<file path="src/rtl/hazard_ctl_rv32_pkg.sv">
`default_nettype none
// ============================================================================
// Module      : hazard_ctl_rv32_pkg
// Description : Shared decode-stage definitions for the RV32I issue controller.
//               Holds the fence FSM state encoding and register constants.
// Revision    : 1.0  initial release
// ============================================================================
package hazard_ctl_rv32_pkg;

  // Fence/drain sequencer states
  typedef enum logic [1:0] {
    ST_RUN   = 2'd0,
    ST_DRAIN = 2'd1,
    ST_DONE  = 2'd2
  } fence_st_e;

  // Architectural zero register: never tracked by the scoreboard
  localparam logic [4:0] REG_X0   = 5'd0;
  localparam int         NUM_REGS = 32;

endpackage : hazard_ctl_rv32_pkg
`default_nettype wire

</file>
<file path="src/rtl/hazard_ctl_rv32_sb_counter.sv">
`default_nettype none
// ============================================================================
// Module      : sb_counter_rv32
// Description : Pending-write counter for one architectural register.
//               Saturates at all-ones, never wraps below zero, and flags a
//               retire that arrives while the count is already zero.
// Revision    : 1.0  initial release
// ============================================================================
module sb_counter_rv32 #(
  parameter int CNT_W = 2
) (
  input  logic             iCLK,
  input  logic             iRST,
  input  logic             inc_i,
  input  logic             dec_i,
  output logic [CNT_W-1:0] cnt_o,
  output logic             busy_o,
  output logic             underflow_o
);

  localparam logic [CNT_W-1:0] CNT_MAX = '1;
  localparam logic [CNT_W-1:0] CNT_ONE = CNT_W'(1);

  logic [CNT_W-1:0] cnt_q;
  logic [CNT_W-1:0] cnt_d;

  // Next count: a retire against an empty counter is dropped, the issue still counts
  always_comb begin
    cnt_d = cnt_q;
    case ({inc_i, dec_i})
      2'b10:   if (cnt_q != CNT_MAX) cnt_d = cnt_q + CNT_ONE;
      2'b01:   if (cnt_q != '0)      cnt_d = cnt_q - CNT_ONE;
      2'b11:   if (cnt_q == '0)      cnt_d = cnt_q + CNT_ONE;
      default: cnt_d = cnt_q;
    endcase
  end

  // Count register
  always_ff @(posedge iCLK) begin
    if (iRST) cnt_q <= '0;
    else      cnt_q <= cnt_d;
  end

  assign cnt_o       = cnt_q;
  assign busy_o      = (cnt_q != '0);
  assign underflow_o = dec_i && (cnt_q == '0);

endmodule : sb_counter_rv32
`default_nettype wire

</file>
<file path="src/rtl/hazard_ctl_rv32.sv">
`default_nettype none
// ============================================================================
// Module      : hazard_ctl_rv32
// Description : Scoreboard-based issue controller for the RV32I decode stage.
//               Tracks outstanding register writes, resolves RAW / WAW-
//               saturation / in-flight-limit stalls and sequences fence drains.
// Revision    : 1.0  initial release
// ============================================================================
module hazard_ctl_rv32
  import hazard_ctl_rv32_pkg::*;
#(
  parameter int MAX_INFLIGHT = 4,
  parameter int CNT_W        = 2,
  parameter int WB_BYPASS    = 1
) (
  input  logic        iCLK,
  input  logic        iRST,
  input  logic        iIDValid,
  input  logic [4:0]  iRs1Addr,
  input  logic        iRs1Used,
  input  logic [4:0]  iRs2Addr,
  input  logic        iRs2Used,
  input  logic [4:0]  iRdAddr,
  input  logic        iRdWrite,
  input  logic        iEXReady,
  input  logic        iFlush,
  input  logic        iFence,
  input  logic        iWBValid,
  input  logic        iWBWrite,
  input  logic [4:0]  iWBAddr,
  output logic        oIssue,
  output logic        oStallIF,
  output logic        oStallID,
  output logic [31:0] oBusyMask,
  output logic [2:0]  oInflight,
  output logic        oFenceDone,
  output logic        oSbError
);

  localparam logic [CNT_W-1:0] CNT_MAX = '1;
  localparam logic [CNT_W-1:0] CNT_ONE = CNT_W'(1);

  fence_st_e        state_q, state_d;
  logic [2:0]       inflight_q, inflight_d, inflight_eff;
  logic             fence_done_q;
  logic             sb_err_q, sb_err_d;

  logic [CNT_W-1:0] cnt_w [NUM_REGS];
  logic [31:0]      busy_w, underflow_w, inc_w, dec_w;
  logic             wb_wr_w, retire_ok, slot_ok, hazard_w, issue_w;
  logic             rs1_haz, rs2_haz, waw_haz;

  assign wb_wr_w = iWBValid && iWBWrite && (iWBAddr != REG_X0);

  // x0 has no counter; all of its scoreboard views are constant zero
  assign cnt_w[0]       = '0;
  assign busy_w[0]      = 1'b0;
  assign underflow_w[0] = 1'b0;
  assign inc_w[0]       = 1'b0;
  assign dec_w[0]       = 1'b0;

  for (genvar r = 1; r < NUM_REGS; r++) begin : g_sb
    assign inc_w[r] = issue_w && iRdWrite && (iRdAddr == 5'(r));
    assign dec_w[r] = wb_wr_w && (iWBAddr == 5'(r));
    sb_counter_rv32 #(.CNT_W(CNT_W)) u_cnt (
      .iCLK        (iCLK),
      .iRST        (iRST),
      .inc_i       (inc_w[r]),
      .dec_i       (dec_w[r]),
      .cnt_o       (cnt_w[r]),
      .busy_o      (busy_w[r]),
      .underflow_o (underflow_w[r])
    );
  end

  // Hazard detection: a source retiring its last pending write this cycle is free
  always_comb begin
    rs1_haz = iRs1Used && (iRs1Addr != REG_X0) && busy_w[iRs1Addr] &&
              !((WB_BYPASS != 0) && wb_wr_w && (iWBAddr == iRs1Addr) &&
                (cnt_w[iRs1Addr] == CNT_ONE));
    rs2_haz = iRs2Used && (iRs2Addr != REG_X0) && busy_w[iRs2Addr] &&
              !((WB_BYPASS != 0) && wb_wr_w && (iWBAddr == iRs2Addr) &&
                (cnt_w[iRs2Addr] == CNT_ONE));
    waw_haz = iRdWrite && (iRdAddr != REG_X0) && (cnt_w[iRdAddr] == CNT_MAX);
    hazard_w = rs1_haz || rs2_haz || waw_haz;
  end

  // Issue decision and stalls; the in-flight limit already sees this cycle's retire
  always_comb begin
    retire_ok    = iWBValid && (inflight_q != '0);
    inflight_eff = inflight_q - {2'b00, retire_ok};
    slot_ok      = (inflight_eff < 3'(MAX_INFLIGHT));
    issue_w      = (state_q == ST_RUN) && !iFence && iIDValid && !iFlush &&
                   iEXReady && !hazard_w && slot_ok;
    inflight_d   = inflight_eff + {2'b00, issue_w};
    sb_err_d     = sb_err_q || (iWBValid && (inflight_q == '0)) || (|underflow_w);
    oIssue       = issue_w;
    if (state_q == ST_DRAIN) oStallID = iIDValid;
    else                     oStallID = iIDValid && !iFlush && !issue_w;
    oStallIF     = oStallID;
  end

  // Fence sequencer next state: drain until nothing remains in flight
  always_comb begin
    state_d = state_q;
    case (state_q)
      ST_RUN:   if (iFence) state_d = ST_DRAIN;
      ST_DRAIN: if (inflight_d == '0) state_d = ST_DONE;
      ST_DONE:  state_d = ST_RUN;
      default:  state_d = ST_RUN;
    endcase
  end

  // Controller state registers
  always_ff @(posedge iCLK) begin
    if (iRST) begin
      state_q      <= ST_RUN;
      inflight_q   <= '0;
      fence_done_q <= 1'b0;
      sb_err_q     <= 1'b0;
    end else begin
      state_q      <= state_d;
      inflight_q   <= inflight_d;
      fence_done_q <= (state_d == ST_DONE);
      sb_err_q     <= sb_err_d;
    end
  end

  assign oBusyMask  = busy_w;
  assign oInflight  = inflight_q;
  assign oFenceDone = fence_done_q;
  assign oSbError   = sb_err_q;

endmodule : hazard_ctl_rv32
`default_nettype wire
</file>
<file path="config.mk">
export PLATFORM = sky130hd
export DESIGN_NAME = hazard_ctl_rv32
export DESIGN_NICKNAME = d
export VERILOG_FILES = /design/src/rtl/hazard_ctl_rv32_pkg.sv /design/src/rtl/hazard_ctl_rv32_sb_counter.sv /design/src/rtl/hazard_ctl_rv32.sv
export SDC_FILE = /design/constraint.sdc
export NUM_CORES = 1
export LEC_CHECK = 0
export CORE_ASPECT_RATIO = 0.5
export CORE_MARGIN = 2
export CORE_UTILIZATION = 40
export CTS_CLUSTER_DIAMETER = 60
export DETAILED_ROUTE_END_ITERATION = 6
export DONT_BUFFER_PORTS = 1
export PLACE_DENSITY = 0.54
export SLEW_MARGIN = 15
export SYNTH_ARGS = -nofsm -noshare
export SYNTH_HDL_FRONTEND = slang
export SYNTH_SLANG_ARGS = --single-unit
</file>
<file path="constraint.sdc">
create_clock -name iCLK -period 5.2 [get_ports iCLK]
set_input_delay 0.78 -clock iCLK [delete_from_list [all_inputs] [get_ports iCLK]]
set_output_delay 0.78 -clock iCLK [all_outputs]
set_load 0.05 [all_outputs]
</file>
# ---- Word level (Yosys, flattened, before mapping)
# Cells that the tools add are included.
dict set report classes {
  eq_ne 286
  muxes 141
  n_reduce_logical 261
  bitwise 3
  addsub 64
  magnitude_cmp 6
}
# op n
set ops {}
lappend ops {{2-bit two-way mux} 101}
lappend ops {{2-bit by 1-bit inequality test with 1-bit output (second input constant)} 93}
lappend ops {{2-bit one-hot mux with 3 select lines} 31}
lappend ops {{5-bit equality test (second input constant)} 32}
lappend ops {{2-bit equality test (second input constant)} 64}
lappend ops {{4-bit AND reduction} 31}
lappend ops {{1-bit logical AND} 118}
lappend ops {{3-bit nonzero test} 32}
lappend ops {{5-bit by 4-bit equality test with 1-bit output (second input constant)} 16}
lappend ops {{2-bit by 1-bit equality test with 1-bit output (second input constant)} 34}
lappend ops {{2-bit zero test} 32}
lappend ops {{2-bit by 1-bit adder with 2-bit output (second input constant)} 31}
lappend ops {{2-bit inequality test (second input constant)} 31}
lappend ops {{2-bit nonzero test} 31}
lappend ops {{2-bit by 1-bit subtractor with 2-bit output (second input constant)} 31}
lappend ops {{5-bit by 3-bit equality test with 1-bit output (second input constant)} 8}
lappend ops {{31-bit OR reduction} 1}
lappend ops {{2-bit binary-select mux with 5-bit select} 3}
lappend ops {{5-bit by 2-bit equality test with 1-bit output (second input constant)} 4}
lappend ops {{5-bit nonzero test} 4}
lappend ops {{6-bit >= comparator (second input constant)} 3}
lappend ops {{5-bit inverter with 6-bit output} 3}
lappend ops {{5-bit by 6-bit < comparator with 1-bit output (second input constant)} 2}
lappend ops {{1-bit binary-select mux with 5-bit select} 2}
lappend ops {{other kinds (10)} 23}
dict set report word_totals {
  output_inout_bits 40
  regBits 69
  elab_cells 796
  inputBits 31
}

# ---- Longest topological paths before layout
dict set report depth {
  word_depth 18
  mapped_depth 17
  mapped_depth_nobuf 14
}

# ---- Cells and area by module
# From an unflattened synthesis, not the netlist that was laid out.
dict set report unflattened {
  cells_unflattened 882
  area_unflattened_um2 6765.2
}
# module cells_each n_inst area_each_um2 seq_area_each_um2
set by_module_without_submodules {}
lappend by_module_without_submodules {sb_counter_rv32 16 31 121.4 40.0}
lappend by_module_without_submodules {hazard_ctl_rv32 386 1 3002.9 140.1}

# ---- Worst setup path after synthesis
# No wires, ideal clock.
dict set report synth_path {
  path_type {input to output}
  from {input port iRs1Addr[4]}
  to {output port oStallIF}
  path_slack_ps 174
  t_arrival_ps 4246
  path_buffers 6
  path_stages 14
  t_required_ps 4420
  cell_sequence {clkbuf_1 clkbuf_1 mux4_2 nor3b_1 o31ai_1 a31oi_2 o311ai_2 buf_6 buf_2 buf_2 nor2_1 o22ai_1 and2_1 buf_4}
}
dict set report synth_between {
  elab_chain_len 16
  elab_cells_between_ends 23
  classes_between {2 x eq/ne; 6 x mux; 1 x bitwise; 14 x reduce/logical}
}
# element line
set synth_lines {}
lappend synth_lines {{from (decl)} hazard_ctl_rv32.sv:19} ;# input logic [4:0] iRs1Addr,
lappend synth_lines {{5-bit inverter with 6-bit output (implied by the code)} hazard_ctl_rv32.sv:80} ;# (cnt_w[iRs1Addr] == CNT_ONE));
lappend synth_lines {{2-bit binary-select mux with 5-bit select} hazard_ctl_rv32.sv:80}
lappend synth_lines {{2-bit two-way mux (implied by the code) (2 in series)} hazard_ctl_rv32.sv:80}
lappend synth_lines {{2-bit by 1-bit equality test with 1-bit output} hazard_ctl_rv32.sv:80}
lappend synth_lines {{1-bit logical AND} hazard_ctl_rv32.sv:79} ;# !((WB_BYPASS != 0) && wb_wr_w && (iWBAddr == iRs1Addr) &&
lappend synth_lines {{1-bit zero test} hazard_ctl_rv32.sv:79}
lappend synth_lines {{1-bit logical AND (*)} hazard_ctl_rv32.sv:78} ;# rs1_haz = iRs1Used && (iRs1Addr != REG_X0) && busy_w[iRs1Addr] &&
lappend synth_lines {{1-bit logical OR (*) (2 in series)} hazard_ctl_rv32.sv:85} ;# hazard_w = rs1_haz || rs2_haz || waw_haz;
lappend synth_lines {{1-bit zero test (*)} hazard_ctl_rv32.sv:94} ;# iEXReady && !hazard_w && slot_ok;
lappend synth_lines {{1-bit logical AND (*) (2 in series)} hazard_ctl_rv32.sv:94}
lappend synth_lines {{net oIssue} hazard_ctl_rv32.sv:31} ;# output logic oIssue,
lappend synth_lines {{1-bit zero test (*)} hazard_ctl_rv32.sv:99} ;# else oStallID = iIDValid && !iFlush && !issue_w;
lappend synth_lines {{1-bit logical AND (*)} hazard_ctl_rv32.sv:99}
lappend synth_lines {{1-bit two-way mux (*)} hazard_ctl_rv32.sv:98} ;# if (state_q == ST_DRAIN) oStallID = iIDValid;
lappend synth_lines {{to (decl)} hazard_ctl_rv32.sv:32} ;# output logic oStallIF,
# Mark *: on every way through the listed nets, which the timed path passes. The rest lies on a longest branch. The select of a mux whose other input is x is not followed.

# ---- Worst setup path in the final report
dict set report layout_path {
  from {register g_sb[20].u_cnt.cnt_q[1]}
  to {output port oStallIF}
}
dict set report layout_between {
  elab_cells_between_ends 34
  classes_between {3 x eq/ne; 14 x mux; 17 x reduce/logical}
}
# element line
set layout_lines {}
lappend layout_lines {{from (decl)} hazard_ctl_rv32_sb_counter.sv:24} ;# logic [CNT_W-1:0] cnt_q;
lappend layout_lines {{from (signal assigned)} hazard_ctl_rv32_sb_counter.sv:41} ;# else cnt_q <= cnt_d;
lappend layout_lines {{2-bit nonzero test (*)} hazard_ctl_rv32_sb_counter.sv:45} ;# assign busy_o = (cnt_q != '0);
lappend layout_lines {{net oBusyMask[20]} hazard_ctl_rv32.sv:34} ;# output logic [31:0] oBusyMask,
lappend layout_lines {{1-bit binary-select mux with 5-bit select, on equally long branches} {hazard_ctl_rv32.sv:78, hazard_ctl_rv32.sv:81}}
lappend layout_lines {{1-bit two-way mux, on equally long branches} {hazard_ctl_rv32.sv:78, hazard_ctl_rv32.sv:81}}
lappend layout_lines {{1-bit logical AND, on equally long branches (2 in series)} {hazard_ctl_rv32.sv:78, hazard_ctl_rv32.sv:81}}
lappend layout_lines {{1-bit logical OR (*) (2 in series)} hazard_ctl_rv32.sv:85}
lappend layout_lines {{1-bit zero test (*)} hazard_ctl_rv32.sv:94}
lappend layout_lines {{1-bit logical AND (*) (2 in series)} hazard_ctl_rv32.sv:94}
lappend layout_lines {{1-bit zero test (*)} hazard_ctl_rv32.sv:99}
lappend layout_lines {{1-bit logical AND (*)} hazard_ctl_rv32.sv:99}
lappend layout_lines {{1-bit two-way mux (*)} hazard_ctl_rv32.sv:98}
# Marks and branches as above.

==> key figures <==
Routing
  • Highest metal used: met4
  • Routed wl met3: 4570 µm
  • Overall routed net length: 29700 µm
  • WL met2: roughly 12000 µm
  • Drt wl/cell: 25.9 µm
  • Pre-antenna DRT Iters: 6
  • Initial drt markers: 1268
  • Met1 WL: 12500 µm
  • Routed vias/inst: 6.75
  • ANT nets after route: 0
  • Via Count: 7746
  • DRC errors left: 0

Clock tree
  • Clock Pin Slew Worst Setup and Hold Paths: about 60 ps
  • Root Buffer: clkbuf_16
  • Post-CTS Resized: 0
  • Clk buf depth: 2
  • Htree depth: 3
  • TritonCTS Buffers: 9
  • Clock sinks: 69
  • TritonCTS clock tree: done
  • Clock latency on the worst-skew pair: 360 ps
  • Hold Buf Count CTS: 0
  • Setup bufs post-CTS: 0

Timing
  • Endpoints failing setup: 0
  • Fmax: 224 MHz
  • Final critical-path required period: roughly 4500 ps
  • TNS Setup: 0 ps
  • Worst slew margin: 0.440
  • Final Max Slew Viols: 0
  • Hold violation total from the final report: 0
  • Worst Tran Pin Value: roughly 830 ps
  • Clock Skews: approximately 11 ps
  • RSZ-0062 raised after global routing: no
  • Final Cycle Share: 0.860
  • Post-route setup slack: 729 ps

Synth
  • Avg Cell Area, Syn: 7.19 µm²
  • Number of flops mapped to enable cells by yosys: 0
  • Seq/Total Area, Yosys: 0.193
  • Netlist cell types: 77
  • Synth Net Count: 1028
  • Post-Syn Area: 0.00714 mm²
  • Top FF cell, synth: dfxtp_1
  • #FFs+latches synth: 69
  • Synthesized instance count: 993
  • Async SR Flop Fraction: 0
  • Syn. warnings: 0

Floorplan
  • CORE AREA: ~0.017 mm²
  • IO Pins: 71
  • Die area: around 0.019 mm²
  • # rows: 34
  • Die Y: 98.5 µm
  • Initial Util: 0.409
  • Die W: 193 µm

Worst setup path
  • Setup CP Type: reg2out
  • Crit Path Max Fanout: 15
  • CP Launch Type: flip-flop
  • Max incr delay on CP: 540 ps
  • Crit path DAT: 3690 ps
  • CP required: 4420 ps
  • Cell Chain, Critical Path: nor2_1, inv_1, mux4_2, o221ai_1, nor2_1, o21ai_2, a211oi_4, buf_4, nor2_1, buf_4, o22ai_1, and2_1, buf_4
  • Crit. End Element: output port
  • Crit path max-delay family: buffers and inverters
  • Crit-path slowest cell: mux4_2
  • Buf+Inv Stages, Crit Path: 4

Pwr
  • Cell Pwr Density: ~210 mW/mm²
  • Leakage: around 2.3 nW
  • Total Power: 0.00154 W
  • Max rail drop VDD: between 0.2 and 0.3 mV

Cells and area
  • # nets final: 944
  • Share of cells above drive strength 1: 0.0832
  • Area Overhead vs Synth: 1.52%
  • Final core utilization: 0.416
  • # fillers: 1848
  • # diodes: 0

GRT
  • GRT overflow: 0
  • Pin count of the biggest net entering global routing: between 70 and 80
  • Global-route wire length before repair: 44200 µm
  • Number of global-route vias before repair: 6987
  • Initial antenna violation count: 1
  • Global-route usage over all layers: 0.315

Placed design
  • Dpl hpwl: 22200 µm
  • Port Buffer Count: 0
  • Final Wtd Congestion: between 1 and 1.5
  • Worst slack, placed: about 1100 ps

Run status
  • Outcome: finished, final reports clean

Hold path
  • Worst min path class: in2reg

Job
  • Max_cap viols: 0
[worst register-to-register path: cells and delay by family, from the launching register on]
kind / cells / cell delay [ps]
buffers and inverters: 2 / 690
flip-flops: 1 / 390
multiplexers: 1 / 550
AND/OR/NAND/NOR: 3 / 1030
AO/OA/AOI/OAI: 5 / 1120
[cells in the mapped netlist, drive strengths merged, types with 7 or more instances]
library cell,count,area share
and2,20,0.018
nand3,34,0.024
or2,14,0.012
nor3b,14,0.015
nand2,75,0.039
or3,17,0.015
inv,43,0.023
xor2,13,0.016
o311a,10,0.014
nand3b,17,0.018
buf,63,0.058
clkbuf,39,0.021
a21oi,44,0.031
nor2b,22,0.019
a2111oi,8,0.010
nor2,120,0.063
or4,15,0.016
nor4,35,0.032
xnor2,14,0.017
o31a,7,0.0086
nand2b,32,0.028
o21ai,57,0.040
o31ai,14,0.015
nand4,15,0.013
a31oi,12,0.011
o21bai,16,0.017
mux4,19,0.060
mux2i,8,0.011
dfxtp,69,0.19
nor4b,7,0.0086
o311ai,9,0.012
o22ai,9,0.0079
nor3,24,0.017
a211oi,16,0.020
[power by group]
group / switching [W] / total [W] / internal [W]
registers: 0.0000670 / 0.000616 / 0.000549
clock network: 0.000263 / 0.000646 / 0.000383
logic: 0.000175 / 0.000275 / 0.000100
[layout by cell type, fill, tap and decap left out, types with 6 or more instances in the layout]
| cell type | n |
|---|---|
| mux2i_1 | 8 |
| and2_1 | 18 |
| nor4b_1 | 7 |
| or3_1 | 17 |
| o311ai_0 | 8 |
| nand2_1 | 75 |
| nand4_1 | 15 |
| nor2_1 | 119 |
| o22ai_1 | 9 |
| nor3_1 | 24 |
| nor4_1 | 33 |
| mux4_2 | 19 |
| xor2_1 | 13 |
| nand3_1 | 34 |
| o311a_1 | 10 |
| nand3b_1 | 17 |
| o21bai_1 | 16 |
| or2_2 | 14 |
| a31oi_1 | 11 |
| o31ai_1 | 14 |
| o31a_1 | 7 |
| or4_1 | 15 |
| xnor2_1 | 14 |
| dfxtp_1 | 69 |
| a211oi_1 | 12 |
| nor2b_1 | 22 |
| inv_1 | 41 |
| clkbuf_16 | 9 |
| a21oi_1 | 44 |
| o21ai_0 | 56 |
| nand2b_1 | 32 |
| buf_4 | 6 |
| a2111oi_0 | 7 |
| and3_1 | 6 |
| nor3b_1 | 14 |
[cell type report]
type                    instances  area [µm²]  area share
clock buffers                  12         246      0.0340
flip-flops and latches         69        1380       0.191
repair buffers                  7        65.1     0.00897
clock inverters                 4        47.5     0.00656
inverters                      43         161      0.0223
multi-input cells             779        5060       0.697
well taps                     234         293      0.0404
[kinds of logic after synthesis]
kind of cell	share of synthesized area
muxes	0.0727
DFF	0.193
buffers and inverters	0.101
other	0.000525
adders and majority gates	0.00701
xor gates and xnor gates	0.0331
AOI/OAI and AO/OA	0.234
and+or+nand+nor	0.358
[metrics by stage]
stage	hold slack [ps]	std cells	cell area (µm²)
floorplan	470	993	7140
global placement	495	1132	6960
detailed placement	506	1132	6960
CTS	487	1148	7250
global route	493	1148	7250
finish	493	1148	7250
[state kept, by name, indices dropped and copies added (netlist names)]
signal            flops
oSbError              1
g_sb.u_cnt.cnt_o     62
oInflight             3
oFenceDone            1
state_q               2
[routing by layer]
metal,global-route usage,vias to the layer above
met4,0.0903,0
met1,0.444,3703
li1,-,3458
met2,0.444,507
met5,0,-
met3,0.123,78
[worst paths after layout]
path                                start                      end  slack (ps)  depth (start not counted)
hold reg to reg                state_q[1]               oFenceDone         510                          1
setup / recovery  g_sb[20].u_cnt.cnt_o[1]                 oStallIF         730                         13
setup reg to reg  g_sb[20].u_cnt.cnt_o[1]  g_sb[20].u_cnt.cnt_o[0]        1350                         11
hold / removal                       iRST  g_sb[22].u_cnt.cnt_o[1]         490                          1
Power figures use the tool's default switching activity.
==> variant 1, RTL diff (config.mk and constraints unchanged) <==
`REG_X0`: 5'd0 -> 5'd1.
--- a/src/rtl/hazard_ctl_rv32_pkg.sv
+++ b/src/rtl/hazard_ctl_rv32_pkg.sv
@@ -17,3 +17,3 @@
   // Architectural zero register: never tracked by the scoreboard
-  localparam logic [4:0] REG_X0   = 5'd0;
+  localparam logic [4:0] REG_X0   = 5'd1;
   localparam int         NUM_REGS = 32;
Behaviour: not the same (a bounded check fails within 4 cycles, from zero or initial values and one cycle with iRST high).
==> variant 1 against the unedited design <==
Via count shrank 5.1%; first-iteration DRC count shrank 37%; setup slack lost 0.31 ns; routed wire length shrank 11%; combinational power shrank 21%; clock power grew 22%; synthesized area grew 1.8%; design area grew 3.7%; sequential cell count is the same; total power grew 3.9%.
==> variant 1: results (changes against the unedited design) <==
stage,metric,value,unit,change
sta,fin_skew,0.009062,ns,-0.001453 ns
detailed_routing,wl_per_cell,23.21,um,-10%
global_routing,grt_pass1_vias,6820,,-2.4%
finish,multiInputGateArea,0.005251,mm^2,+3.9%
finish,nClkBuffers,10,,-2
power,total_leakage_power,2.545,nW,+9.1%
global_routing,grtUsageMet3,10.04,%,-2.2 points
power,seq-power,594,uW,-3.6%
power,powerDensity,212.4,mW/mm^2,+0.21%
global_routing,grtUsageMet2,41.85,%,-2.6 points
finish,drive_gt1_share,10.96,%,+2.6 points
detailed_routing,met1Wirelength,11.56,mm,-7.6%
logic_synthesis,seq_area_frac_synth,18.99,%,-0.35 points
sta,relSlewSlack,19.30,%,-25 points
place,dp_slack,0.6589,ns,-0.4856 ns
global_routing,use_met1,36.97,%,-7.4 points
detailed_routing,dr.pass1.iters,5,,-1
critical_path,cp.arrival,4.00,ns,+0.31 ns
logic_synthesis,yosys-top-cells-count,"nor2_1, nand2_1, dfxtp_1",,
finish,seqAreaFraction,18.37,%,-0.68 points
status,status,"finished, final reports clean",,
global_routing,grt_usage,27.73,%,-3.8 points
detailed_routing,drt_iter0_drc,795,,-37%
logic_synthesis,syn-num-nets,1012,,-1.6%
logic_synthesis,synth_area_leaders,"dfxtp_1, mux4_2, nor2_1, nor2b_1, o21ai_0",,
finish,area_delta_synth_final,3.406,%,
critical_path,slowest_delay,0.65,ns,+0.11 ns
finish,n_all_buffers,11,,+4
global_routing,grt_pass1_wl,40.63,mm,-8.0%
critical_path,path_max_fanout,7,,-8
place,post_dp_cell_area,0.007148,mm^2,+2.8%
detailed_routing,totalWireLength,26.39,mm,-11%
power,switching_power,442.9,uW,-12%
detailed_routing,viasPerCell,6.463,,-4.2%
place,gp_congestion,0.9403,,-8.9%
-- variant 1: cell types whose count changed after synthesis, moves of 10 or more --
cell      delta
a21oi_1     -10
and2_1      -10
buf_2       -13
inv_1       -10
mux4_2      +11
nor2b_1     +24
nor4_1      -17
o211a_1     +15
o211ai_1    +14
o21bai_1    -13
o311a_1     -10
-- variant 1: worst paths after layout --
check                                        startpoint                 endpoint  slack (ns)  cells past startpoint
worst max register to register             oInflight[0]  g_sb[25].u_cnt.cnt_o[0]        0.66                     13
worst min register to register               state_q[1]               state_q[1]        0.51                      1
worst max-delay path            g_sb[17].u_cnt.cnt_o[0]                 oStallIF        0.42                     10
worst min-delay path                               iRST  g_sb[19].u_cnt.cnt_o[1]        0.51                      1
-- variant 1: kinds of logic after synthesis --
group           after synthesis  synth area share [%]
fa+ha+maj                     6                 1.032
compound gates              232                 21.90
simple gates                452                 32.82
mux                          54                 12.76
buf+inv                     133                 9.066
xor+xnor                     28                 3.372
other cells                   1               0.05156
flops                        69                 18.99
==> variant 2, RTL diff (same flow settings) <==
Without the edit above. Register the output `oSbError` once more, with the module's reset; this adds one clock of latency there. The other outputs are not delayed to match.
--- a/src/rtl/hazard_ctl_rv32.sv
+++ b/src/rtl/hazard_ctl_rv32.sv
@@ -131,3 +131,9 @@
   assign oFenceDone = fence_done_q;
-  assign oSbError   = sb_err_q;
+  always_ff @(posedge iCLK) begin
+    if (iRST) begin
+      oSbError <= '0;
+    end else begin
+      oSbError <= sb_err_q;
+    end
+  end
 
Behaviour: not the same (a bounded check fails within 4 cycles, from zero or initial values and one cycle with iRST high).
==> variant 2 against the unedited design <==
Synthesized area is 4.2% higher; routed wire length is 2.1% lower; via count rose by 0.25%; design area is 4.1% higher; global-route usage decreased by 2.0 points; highest routed layer unchanged; total power grew 0.41%; setup slack better by 0.11 ns; sequential cell count is 1 higher.
==> variant 2: results (changes against the unedited design) <==
stage,metric,value,unit,change
status,status,"finished, final reports clean",,
finish,fin_nets,957,,+1.4%
detailed_routing,dr.pass1.iters,7,,+1
global_routing,grt_usage,29.57,%,-2.0 points
detailed_routing,via_count,7765,,+0.25%
global_routing,antenna_found_initial,0,,-1
critical_path,slowest_delay,0.56,ns,+0.02 ns
detailed_routing,met1Wirelength,12.61,mm,+0.77%
detailed_routing,drt_iter0_drc,1036,,-18%
finish,nFillCells,1880,,+1.7%
logic_synthesis,yosysUniqueCellTypes,76,,-1.3%
global_routing,grtUsageMet2,43.92,%,-0.52 points
power,irDropWorstVdd,0.1446,mV,-43%
detailed_routing,totalWireLength,29.13,mm,-2.1%
critical_path,r2r-end,g_sb[5].u_cnt.cnt_o[0],,
place,dp.cells,1151,,+1.7%
power,total_leakage_power,2.529,nW,+8.4%
sta,fin_ws,0.8380,ns,+0.1090 ns
worst_hold_path,hp-start,sb_err_q,,
detailed_routing,highest_layer,met4,,
logic_synthesis,yosys-top-cells-count,"nor2_1, nand2_1, dfxtp_1",,
critical_path,rr_worst_depth,10,,-1
place,post-dp-hpwl,21.67,mm,-2.2%
place,gp_congestion,0.9916,,-3.9%
critical_path,cp_top_family,simple AND/OR/NAND/NOR gates,,
global_routing,grtUsageMet3,9.736,%,-2.5 points
finish,num_antenna_cells,0,,unchanged
logic_synthesis,synthFlopType,dfxtp_1,,
place,dp_slack,1.121,ns,-0.02375 ns
sta,relSlewSlack,40.07,%,-3.9 points
detailed_routing,wl_met3,3.590,mm,-21%
global_routing,grt_pass1_vias,7093,,+1.5%
critical_path,crit_start,g_sb[2].u_cnt.cnt_o[0],,
logic_synthesis,seq_area_frac_synth,18.82,%,-0.52 points
logic_synthesis,synth_area_leaders,"dfxtp_1, mux4_2, nor2_1, a21oi_1, nand2_1",,
finish,drive_gt1_share,11.04,%,+2.7 points
critical_path,cp.arrival,3.58,ns,-0.11 ns
detailed_routing,route.met2.wl,12.03,mm,+1.3%
critical_path,r2r_setup_slack,1.29,ns,-0.06 ns
global_routing,use_met1,40.23,%,-4.1 points
global_routing,grt_pass1_wl,43.51,mm,-1.5%
sta,fin_skew,0.009106,ns,-0.001409 ns
detailed_routing,wl_per_cell,25.02,um,-3.4%
critical_path,slowest_stage,dfxtp_1,,
critical_path,path_max_fanout,10,,-5
worst_hold_path,min_path_type,reg2reg,,
clocking,path_clk_slew,0.06,ns,about the same
logic_synthesis,netlist_instances,1003,,+1.0%
global_routing,grt_max_degree,73,,+1.4%
-- variant 2: cell count changes after synthesis, moves of 11 or more --
cell	before	now
and3_1	6	25
a21oi_1	44	62
nor4_1	33	17
mux2i_1	8	23
o21bai_1	16	1
or3_1	17	2
a31o_2	4	18
nand3b_1	17	3
nor2b_1	22	36
nand4_1	15	28
o21ai_0	56	44
or4_1	15	3
mux4_2	19	30
nor3b_1	14	3
-- variant 2: cell families (layout without fill, tap and decap cells) --
group	after synthesis	after routing	share of synthesized area (%)
and+or+nand+nor	444	444	30.97
AOI/OAI and AO/OA	252	252	23.71
buffers and inverters	154	75	10.30
DFF	70	70	18.82
muxes	62	62	13.58
xor gates and xnor gates	16	16	1.882
adders and majority gates	4	4	0.6723
other	1	1	0.05037
-- variant 2: layout make-up --
type | instances | area [um^2] | share of cell area (%)
tap | 240 | 300.3 | 3.977
clock buffer | 12 | 266.5 | 3.530
sequential | 70 | 1401 | 18.56
timing repair buffer | 7 | 65.06 | 0.8618
multi-input combinational | 779 | 5280 | 69.94
inverter | 55 | 206.4 | 2.735
clock inverter | 1 | 30.03 | 0.3977
-- variant 2: per-stage QoR --
| stage | hold WS [ns] | instance area (um^2) |
|---|---|---|
| after floorplan | 0.4384 | 7445 |
| after detailed placement | 0.4651 | 7253 |
| after CTS | 0.4730 | 7550 |
| after global routing | 0.4852 | 7550 |
| after global placement | 0.4560 | 7253 |
| final | 0.4689 | 7550 |
-- variant 2: power groups by stage --
stage	logic, mW	registers (mW)	clock network (mW)
after global placement	0.260	0.633	0
after floorplan	0.239	0.629	0
final	0.268	0.621	0.654
after detailed placement	0.264	0.634	0
after global routing	0.290	0.624	0.684
after CTS	0.266	0.622	0.666
